<file path="src/rtl/ercm_pkg.sv">
// Shared types and constants for the approximate-multiplier error accumulator.
package ercm_pkg;
  localparam int OP_W   = 8;
  localparam int PROD_W = 16;

  typedef enum logic [1:0] {
    ST_IDLE  = 2'd0,
    ST_RUN   = 2'd1,
    ST_DRAIN = 2'd2,
    ST_DONE  = 2'd3
  } ercm_state_e;
endpackage

</file>
<file path="src/rtl/ercm_ed_calc.sv">
// Two-stage error-distance datapath: stage 1 registers the sample,
// stage 2 registers |a*b - p|. A flush drops both valid bits.
module ercm_ed_calc
  import ercm_pkg::*;
(
  input  logic              clk,
  input  logic              rst,
  input  logic              flush,
  input  logic              in_vld,
  input  logic [OP_W-1:0]   dat_a,
  input  logic [OP_W-1:0]   dat_b,
  input  logic [PROD_W-1:0] dat_p,
  output logic              s1_vld,
  output logic              ed_vld,
  output logic [PROD_W-1:0] ed
);
  logic              s1_vld_q, s1_vld_d;
  logic [OP_W-1:0]   s1_a_q, s1_a_d;
  logic [OP_W-1:0]   s1_b_q, s1_b_d;
  logic [PROD_W-1:0] s1_p_q, s1_p_d;
  logic              s2_vld_q, s2_vld_d;
  logic [PROD_W-1:0] s2_ed_q, s2_ed_d;
  logic [PROD_W-1:0] exact;

  always_comb begin
    s1_vld_d = in_vld & ~flush;
    s1_a_d   = s1_a_q;
    s1_b_d   = s1_b_q;
    s1_p_d   = s1_p_q;
    if (in_vld) begin
      s1_a_d = dat_a;
      s1_b_d = dat_b;
      s1_p_d = dat_p;
    end
    // 8x8 unsigned product always fits in 16 bits
    exact    = PROD_W'(s1_a_q) * PROD_W'(s1_b_q);
    s2_vld_d = s1_vld_q & ~flush;
    s2_ed_d  = s2_ed_q;
    if (s1_vld_q) begin
      s2_ed_d = (exact >= s1_p_q) ? (exact - s1_p_q) : (s1_p_q - exact);
    end
  end

  always_ff @(posedge clk or posedge rst) begin
    if (rst) begin
      s1_vld_q <= 1'b0;
      s1_a_q   <= '0;
      s1_b_q   <= '0;
      s1_p_q   <= '0;
      s2_vld_q <= 1'b0;
      s2_ed_q  <= '0;
    end else begin
      s1_vld_q <= s1_vld_d;
      s1_a_q   <= s1_a_d;
      s1_b_q   <= s1_b_d;
      s1_p_q   <= s1_p_d;
      s2_vld_q <= s2_vld_d;
      s2_ed_q  <= s2_ed_d;
    end
  end

  assign s1_vld = s1_vld_q;
  assign ed_vld = s2_vld_q;
  assign ed     = s2_ed_q;
endmodule

</file>
<file path="src/rtl/ercm_err_acc.sv">
// Windowed error statistics for an approximate multiplier.
// ERCM_ERR_ACC_MAX_EN enables the ed_max tracker; otherwise ed_max is 0.
// Handshake: a sample transfers on a rising edge where in_vld & in_rdy;
// in_rdy never depends on in_vld and there is no stall after transfer.
module ercm_err_acc
  import ercm_pkg::*;
#(
  parameter int WIN_W = 16,
  parameter int SUM_W = WIN_W + 16
) (
  input  logic              clk,
  input  logic              rst,
  input  logic              start,
  input  logic              abort,
  input  logic [WIN_W-1:0]  win_len,
  input  logic              in_vld,
  output logic              in_rdy,
  input  logic [OP_W-1:0]   dat_in_a,
  input  logic [OP_W-1:0]   dat_in_b,
  input  logic [PROD_W-1:0] dat_in_p,
  output logic              busy,
  output logic              done,
  output logic [WIN_W-1:0]  smp_cnt,
  output logic [WIN_W-1:0]  err_cnt,
  output logic [SUM_W-1:0]  ed_sum,
  output logic [15:0]       ed_max,
  output logic [1:0]        dbg_state
);
  ercm_state_e        state_q, state_d;
  logic [WIN_W-1:0]   win_len_q, win_len_d;
  logic [WIN_W-1:0]   acc_cnt_q, acc_cnt_d;
  logic [WIN_W-1:0]   smp_cnt_q, smp_cnt_d;
  logic [WIN_W-1:0]   err_cnt_q, err_cnt_d;
  logic [SUM_W-1:0]   ed_sum_q, ed_sum_d;
  logic               clr;
  logic               flush;
  logic               accept;
  logic               s1_vld;
  logic               ed_vld;
  logic [PROD_W-1:0]  ed;

  assign in_rdy = (state_q == ST_RUN) && (acc_cnt_q < win_len_q);
  assign accept = in_vld & in_rdy;
  assign flush  = abort && ((state_q == ST_RUN) || (state_q == ST_DRAIN));

  ercm_ed_calc u_ed_calc (
    .clk    (clk),
    .rst    (rst),
    .flush  (flush),
    .in_vld (accept),
    .dat_a  (dat_in_a),
    .dat_b  (dat_in_b),
    .dat_p  (dat_in_p),
    .s1_vld (s1_vld),
    .ed_vld (ed_vld),
    .ed     (ed)
  );

  always_comb begin
    state_d   = state_q;
    win_len_d = win_len_q;
    acc_cnt_d = acc_cnt_q;
    clr       = 1'b0;
    case (state_q)
      ST_IDLE: begin
        if (start && !abort) begin
          win_len_d = win_len;
          acc_cnt_d = '0;
          clr       = 1'b1;
          state_d   = (win_len == '0) ? ST_DONE : ST_RUN;
        end
      end
      ST_RUN: begin
        if (abort) begin
          state_d = ST_IDLE;
        end else if (accept) begin
          acc_cnt_d = acc_cnt_q + WIN_W'(1);
          if (acc_cnt_q + WIN_W'(1) == win_len_q) state_d = ST_DRAIN;
        end
      end
      ST_DRAIN: begin
        // the last sample accumulates on the edge that clears stage 2
        if (abort) state_d = ST_IDLE;
        else if (!s1_vld && !ed_vld) state_d = ST_DONE;
      end
      ST_DONE: state_d = ST_IDLE;
      default: state_d = ST_IDLE;
    endcase

    smp_cnt_d = smp_cnt_q;
    err_cnt_d = err_cnt_q;
    ed_sum_d  = ed_sum_q;
    if (clr) begin
      smp_cnt_d = '0;
      err_cnt_d = '0;
      ed_sum_d  = '0;
    end else if (ed_vld) begin
      smp_cnt_d = smp_cnt_q + WIN_W'(1);
      ed_sum_d  = ed_sum_q + SUM_W'(ed);
      if (ed != '0) err_cnt_d = err_cnt_q + WIN_W'(1);
    end
  end

  always_ff @(posedge clk or posedge rst) begin
    if (rst) begin
      state_q   <= ST_IDLE;
      win_len_q <= '0;
      acc_cnt_q <= '0;
      smp_cnt_q <= '0;
      err_cnt_q <= '0;
      ed_sum_q  <= '0;
    end else begin
      state_q   <= state_d;
      win_len_q <= win_len_d;
      acc_cnt_q <= acc_cnt_d;
      smp_cnt_q <= smp_cnt_d;
      err_cnt_q <= err_cnt_d;
      ed_sum_q  <= ed_sum_d;
    end
  end

`ifdef ERCM_ERR_ACC_MAX_EN
  logic [15:0] ed_max_q, ed_max_d;

  always_comb begin
    ed_max_d = ed_max_q;
    if (clr) ed_max_d = '0;
    else if (ed_vld && (ed > ed_max_q)) ed_max_d = ed;
  end

  always_ff @(posedge clk or posedge rst) begin
    if (rst) ed_max_q <= '0;
    else     ed_max_q <= ed_max_d;
  end

  assign ed_max = ed_max_q;
`else
  assign ed_max = '0;
`endif

  assign busy      = (state_q != ST_IDLE);
  assign done      = (state_q == ST_DONE);
  assign smp_cnt   = smp_cnt_q;
  assign err_cnt   = err_cnt_q;
  assign ed_sum    = ed_sum_q;
  assign dbg_state = state_q;
endmodule

</file>
<file path="config.mk">
export PLATFORM = sky130hd
export DESIGN_NAME = ercm_err_acc
export DESIGN_NICKNAME = d
export VERILOG_FILES = /design/src/rtl/ercm_pkg.sv /design/src/rtl/ercm_ed_calc.sv /design/src/rtl/ercm_err_acc.sv
export SDC_FILE = /design/constraint.sdc
export NUM_CORES = 1
export LEC_CHECK = 0
export ABC_AREA = 1
export CAP_MARGIN = 20
export CELL_PAD_IN_SITES_DETAIL_PLACEMENT = 0
export CELL_PAD_IN_SITES_GLOBAL_PLACEMENT = 2
export CORE_UTILIZATION = 31
export CTS_CLUSTER_DIAMETER = 50
export DETAILED_ROUTE_END_ITERATION = 8
export PLACE_DENSITY = 0.79
export SYNTH_ARGS = -nofsm -noshare
export SYNTH_HDL_FRONTEND = slang
export SYNTH_SLANG_ARGS = --single-unit
export TNS_END_PERCENT = 30
</file>
<file path="constraint.sdc">
create_clock -name clk -period 6.6 [get_ports clk]
set_clock_uncertainty 0.1 [all_clocks]
set_input_delay 1.98 -clock clk [delete_from_list [all_inputs] [get_ports clk]]
set_output_delay 1.98 -clock clk [all_outputs]
set_load 0.005 [all_outputs]
</file>
==> run_results.csv, run 1 <==
group,metric,value,unit
finish,finalNetCount,2002,
finish,finalInstanceArea,14650,um2
die,io_pins,138,
critical_path,worstPathMaxFanout,9,
critical_path,launching_element_type_of_the_critical_path,"flop",
critical_path,crit_family,"adder cells",
grt,antenna_found_initial,1,
critical_path,critPathBufInv,5,
critical_path,cpPeakStageDelay,0.57,ns
clocking,numCtsBuffers,17,
finish,syn2layout_area_growth,17.75,%
finish,drive_gt1_share,5.173,%
sta,max_freq,0.1623,GHz
critical_path,crit_end_element,"flop",
finish,utilization,36.95,%
routing,drt_first_iter_violations,561,
clocking,cts_tree,"yes",
grt,grt_pass1_wl,57210,um
routing,routed-via-count,11190,
clocking,clkSinkCount,148,
routing,detail_route.first_pass.iterations,8,
placed_design,gp_routability_congestion,0.8642,
die,die_area,40940,um2
routing,drtAntennaViolNets,0,
placed_design,post-dp-hpwl,27390,um
outcome,violations_in_the_final_reports,"DRC",
yosys,ys_seq_area_share,29.77,%
critical_path,crit_required,6.89,ns
sta,tightest_slew,0.8856,ns
critical_path,criticalPathCategory,"reg2reg",
sta,grt_setup_unrepaired,"false",
routing,routed_via_density,4.778,
routing,wl_per_cell,14.97,um
yosys,synth.avg_cell_area,7.275,um2
yosys,yosys_warnings,0,
sta,finalSetupViolations,0,
yosys,synth.distinct_cells,54,
clocking,cts_hold_buf,0,
yosys,synth_top_flop_cell,"dfrtp_1",
worst_hold_path,worstHoldEndpoint,"win_len_q[0]$_DFFE_PP0P_",
worst_hold_path,hold_path.startpoint,"win_len_q[0]$_DFFE_PP0P_",
finish,diodes,0,
sta,totalNegativeSetupSlack,0,ns
yosys,ys_async_sr_fraction,100.0,%
clocking,clk_transition_reported_paths,0.07,ns
die,std_cell_rows,73,
yosys,synthesis.instances,1710,
yosys,synth-edff-count,0,
yosys,synth_top_area_share,29.77,%
sta,fin_crit,6.163,ns
critical_path,rr_worst_depth,28,
die,fp.coreArea,39640,um2
grt,grt_max_degree,85,
clocking,worst_skew_pair.late_latency,0.46,ns
placed_design,port_buffers,121,
placed_design,detailed_place.area,14050,um2
clocking,htree_levels,4,
sta,worst_hold_slack,0.3845,ns
yosys,synthDominantAreaCellType,"dfrtp_1",
yosys,yosys.cell_count.top_type,"nand2_1",
critical_path,r2r_end,"u_ed_calc.ed[14]$_DFFE_PP0P_",
yosys,synth_top_cells_by_area,"dfrtp_1 (30%), nand2_1 (12%), ha_1 (11%)",
yosys,synth.top_cells.by_count,"nand2_1 (413), inv_1 (260), dfrtp_1 (148), nor2_1 (148), a21oi_1 (111)",
grt,total_grt_usage,17.61,%
grt,globalRoute.totalOverflow,0,
critical_path,setup.reg_to_reg.worst_slack,0.44,ns
die,initial_core_util,31.38,%
grt,number_of_global_route_vias_before_repair,10840,
routing,detail_route.wirelength,35070,um
die,die_height,202.3,um
flow_run,max_cap_violations,0,
sta,timing.max_slew.rel_slack,40.42,%
sta,timing.final.hold_violations,0,
clocking,clock_tree_root_buffer_cell,"clkbuf_16",
clocking,cts.path.max_buffers,2,
worst_hold_path,hold_path_class,"reg2reg",
worst_hold_path,min_path_cells,2,
critical_path,crit_top_cell,"nand2_1",
critical_path,timing.critical_path.slowest_stage_cell,"fa_1",
sta,finalMaxSlewViolations,0,
die,die_width,202.3,um
outcome,outcome,"complete, but fails checks",
yosys,ys_ff_latch,148,
yosys,synth_area,12440,um2
sta,fin_crit_sh,93.38,%
routing,drt_drc_violations_left,2,
critical_path,crit-reg2reg-launch,"u_ed_calc.s1_b_q[6]$_DFFE_PP0P_",
critical_path,worstPathArrival,6.46,ns
## flip-flops by register name, indices dropped and copies added (netlist names)
| register | flops |
|---|---|
| u_ed_calc.s1_b_q | 8 |
| u_ed_calc.ed | 16 |
| acc_cnt_q | 16 |
| smp_cnt | 16 |
| err_cnt | 16 |
| u_ed_calc.s1_vld | 1 |
| dbg_state | 2 |
| u_ed_calc.s1_a_q | 8 |
| win_len_q | 16 |
| ed_sum | 32 |
| u_ed_calc.ed_vld | 1 |
| u_ed_calc.s1_p_q | 16 |
## final cells by class
class | count | area, um2
clock inverter | 15 | 161.4
inverter | 271 | 1025
fill | 4292 | 24990
sequential | 148 | 3705
tap | 525 | 656.9
timing repair buffer | 127 | 1256
multi-input combinational | 1239 | 7420
clock buffer | 17 | 425.4
## worst reg2reg max path: cells and delay by family (launching register included)
| family | cells | cell delay [ns] |
|---|---|---|
| AO/OA/AOI/OAI | 2 | 0.38 |
| XOR/XNOR | 2 | 0.46 |
| adder cells (fa/ha/maj) | 6 | 2.91 |
| buffers and inverters | 5 | 0.33 |
| flip-flops | 1 | 0.52 |
| AND/OR/NAND/NOR | 13 | 1.40 |
## routing by layer
metal | up-vias | wire length [um] | global-route usage [%]
met3 | 27 | 1193 | 2.322
met4 | 2 | 362 | 4.941
li1 | 5661 | - | -
met2 | 180 | 16400 | 28.34
met1 | 5321 | 17110 | 24.58
met5 | - | 8 | 0
## how the worst max path moves through the flow
stage / from / endpoint / slack, ns / cells past startpoint
2_1_floorplan: rst / acc_cnt_q[0]$_DFFE_PP0P_ / 0.54 / 1
3_3_place_gp: u_ed_calc.s1_a_q[2]$_DFFE_PP0P_ / u_ed_calc.ed[15]$_DFFE_PP0P_ / 0.47 / 26
3_5_place_dp: u_ed_calc.s1_b_q[7]$_DFFE_PP0P_ / u_ed_calc.ed[14]$_DFFE_PP0P_ / 0.32 / 26
4_1_cts: u_ed_calc.s1_b_q[7]$_DFFE_PP0P_ / u_ed_calc.ed[14]$_DFFE_PP0P_ / 0.30 / 26
5_1_grt: u_ed_calc.s1_b_q[6]$_DFFE_PP0P_ / u_ed_calc.ed[14]$_DFFE_PP0P_ / 0.003 / 28
6_report: u_ed_calc.s1_b_q[6]$_DFFE_PP0P_ / u_ed_calc.ed[14]$_DFFE_PP0P_ / 0.44 / 28
## layout by cell type (no fill, tap or decap), drive strengths merged, types with 94 or more instances in the layout
cell type	netlist	layout
a21oi	113	113
clkdlybuf4s50	0	121
dfrtp	148	148
ha	106	106
inv	268	277
nand2	422	422
nand3	96	96
nor2	154	154
o21ai	94	94
## cells by family after synthesis
kind of cell / count (synthesis) / synth area share [%]
other: 1 / 0.03014
multiplexers: 16 / 1.448
buffers and inverters: 338 / 11.08
XOR/XNOR: 44 / 3.098
AND/OR/NAND/NOR: 750 / 25.51
adder cells (fa/ha/maj): 145 / 16.94
AO/OA/AOI/OAI: 268 / 12.13
flip-flops: 148 / 29.77
## per-stage QoR
stage | std cells | worst slack, ns
finish | 2342 | 0.4369
global route | 2342 | 0.002514
CTS | 2341 | 0.3050
detailed placement | 2309 | 0.3187
global placement | 2309 | 0.4707
floorplan | 1725 | 0.5403
## repair_timing
item,4_1_cts,5_1_grt
buffers inserted,0,1
resized for setup,0,3
endpoints found under the setup margin,0,14
Power of run 1 is left out: the tool's default activity adds up to more than one toggle a clock period on the data nets, which glitch-free logic cannot reach.
==> run 2, diff against run 1 <==
PLACE_DENSITY = not set   (was 0.79)
PLACE_DENSITY_LB_ADDON = 0.1   (was not set)
==> run_results.csv, run 2 (synthesized netlist as in run 1, its figures left out) <==
group,metric,value,unit
clocking,numCtsBuffers,17,
finish,finalNetCount,2002,
finish,final_cells,2341,
die,io_pins,138,
critical_path,worstPathMaxFanout,14,
critical_path,crit_top_cell,"nand2_1",
finish,area.sequential,3706,um2
finish,diodes,0,
die,fp.coreArea,39640,um2
grt,total_grt_usage,18.62,%
grt,grt_max_degree,91,
sta,timing.max_slew.rel_slack,39.61,%
die,die_width,202.3,um
routing,routed_via_density,4.721,
sta,fin_crit,6.137,ns
die,die_area,40940,um2
grt,global_route.usage.met2,29.77,%
placed_design,dp_cells,2310,
clocking,cts_tree,"yes",
critical_path,crit_end_element,"flop",
clocking,clock_tree_root_buffer_cell,"clkbuf_16",
critical_path,criticalPathCategory,"reg2reg",
routing,drt_first_iter_violations,423,
outcome,outcome,"complete, no violations",
finish,layout_commonest_cell,"nand2_1",
critical_path,timing.critical_path.slowest_stage_cell,"fa_1",
finish,final_cell_mix,"nand2_1 (413), inv_1 (259), nor2_1 (148), dfrtp_1 (146), clkdlybuf4s50_1 (121)",
grt,globalRouteMet1Util,26.34,%
finish,area_of_combinational_cells_with_multiple_inputs,7420,um2
placed_design,gp_routability_congestion,0.8337,
clocking,cts_hold_buf,0,
grt,globalRouteMet3Util,2.967,%
placed_design,port_buffers,121,
routing,detail_route.first_pass.iterations,5,
flow_run,max_cap_violations,0,
critical_path,cpPeakStageDelay,0.55,ns
placed_design,detailed_place.area,14070,um2
critical_path,critPathBufInv,5,
die,std_cell_rows,73,
placed_design,post-dp-hpwl,28820,um
grt,antenna_found_initial,0,
grt,number_of_global_route_vias_before_repair,10870,
sta,finalMaxSlewViolations,0,
sta,timing.final.hold_violations,0,
die,die_height,202.3,um
routing,detail_route.wirelength,36660,um
clocking,htree_levels,4,
clocking,worst_skew_pair.late_latency,0.46,ns
sta,fin_crit_sh,92.98,%
grt,globalRoute.totalOverflow,0,
critical_path,crit_required,6.89,ns
critical_path,worstPathArrival,6.43,ns
grt,grt_pass1_wl,59530,um
grt,busiest_layer,"met2",
routing,drtAntennaViolNets,0,
clocking,clk_transition_reported_paths,0.07,ns
sta,finalSetupViolations,0,
sta,finalWorstSetupSlack,0.4631,ns
die,initial_core_util,31.38,%
placed_design,pre_cts_ws,0.3583,ns
finish,syn2layout_area_growth,17.62,%
routing,routed-via-count,11050,
sta,tightest_slew,0.9058,ns
clocking,cts.path.max_buffers,2,
routing,drt_drc_violations_left,0,
worst_hold_path,hold_path_class,"reg2reg",
sta,grt_setup_unrepaired,"false",
routing,wl_per_cell,15.66,um
sta,totalNegativeSetupSlack,0,ns
finish,largest_register_ff_count,32,
finish,n_fill_cell,4250,
finish,drive_gt1_share,5.121,%
critical_path,crit_family,"adder cells",
finish,finalInstanceArea,14630,um2
critical_path,launching_element_type_of_the_critical_path,"flop",
sta,max_freq,0.1630,GHz
clocking,clkSinkCount,148,
==> run 2: changes by cell type in the layout (fill, tap and decap cells not counted), sizes merged <==
cell | before | now
inv | 277 | 270
clkinv | 7 | 8
clkbuf | 17 | 20
clkinvlp | 1 | 3
==> run 2: cell type report <==
cell class,instances,share of cell area [%]
Timing Repair Buffer,127,8.670
Multi-Input combinational cell,1239,50.71
Sequential cell,148,25.33
Tap cell,525,4.489
Inverter,271,6.986
Clock buffer,20,3.121
Clock inverter,11,0.7012
==> run 2: final timing paths <==
kind | slack, ns | start | to | cells past startpoint
max | 0.46 | u_ed_calc.s1_b_q[4]$_DFFE_PP0P_ | u_ed_calc.ed[15]$_DFFE_PP0P_ | 29
min | 0.38 | smp_cnt[15]$_DFFE_PP0P_ | smp_cnt[15]$_DFFE_PP0P_ | 1
max reg2reg | 0.46 | u_ed_calc.s1_b_q[4]$_DFFE_PP0P_ | u_ed_calc.ed[15]$_DFFE_PP0P_ | 29
min reg2reg | 0.38 | smp_cnt[15]$_DFFE_PP0P_ | smp_cnt[15]$_DFFE_PP0P_ | 1
max in group asynchronous | 3.53 | rst | ed_sum[15]$_DFFE_PP0P_ | 3
min in group asynchronous | 2.00 | rst | win_len_q[11]$_DFFE_PP0P_ | 2
==> run 2: what timing repair did <==
item	4_1_cts	5_1_grt
setup endpoints to repair	0	14
resized for setup	0	3
setup buffers	0	0
hold endpoints to repair	0	0
==> run 2: routing by layer <==
layer  vias to the layer above  share of wire (%)
met5                         -                  0
met4                         0               0.87
met3                        21                2.9
met2                       178                 47
met1                      5202                 49
li1                       5650                  -
==> run 2: through the flow <==
step	hold slack, ns	util [%]
2_1_floorplan	0.3483	-
3_3_place_gp	0.3734	35.48
4_1_cts	0.3782	36.89
3_5_place_dp	0.3676	35.48
5_1_grt	0.4099	36.91
6_report	0.3756	36.91
Power of run 2 is left out for the same reason.
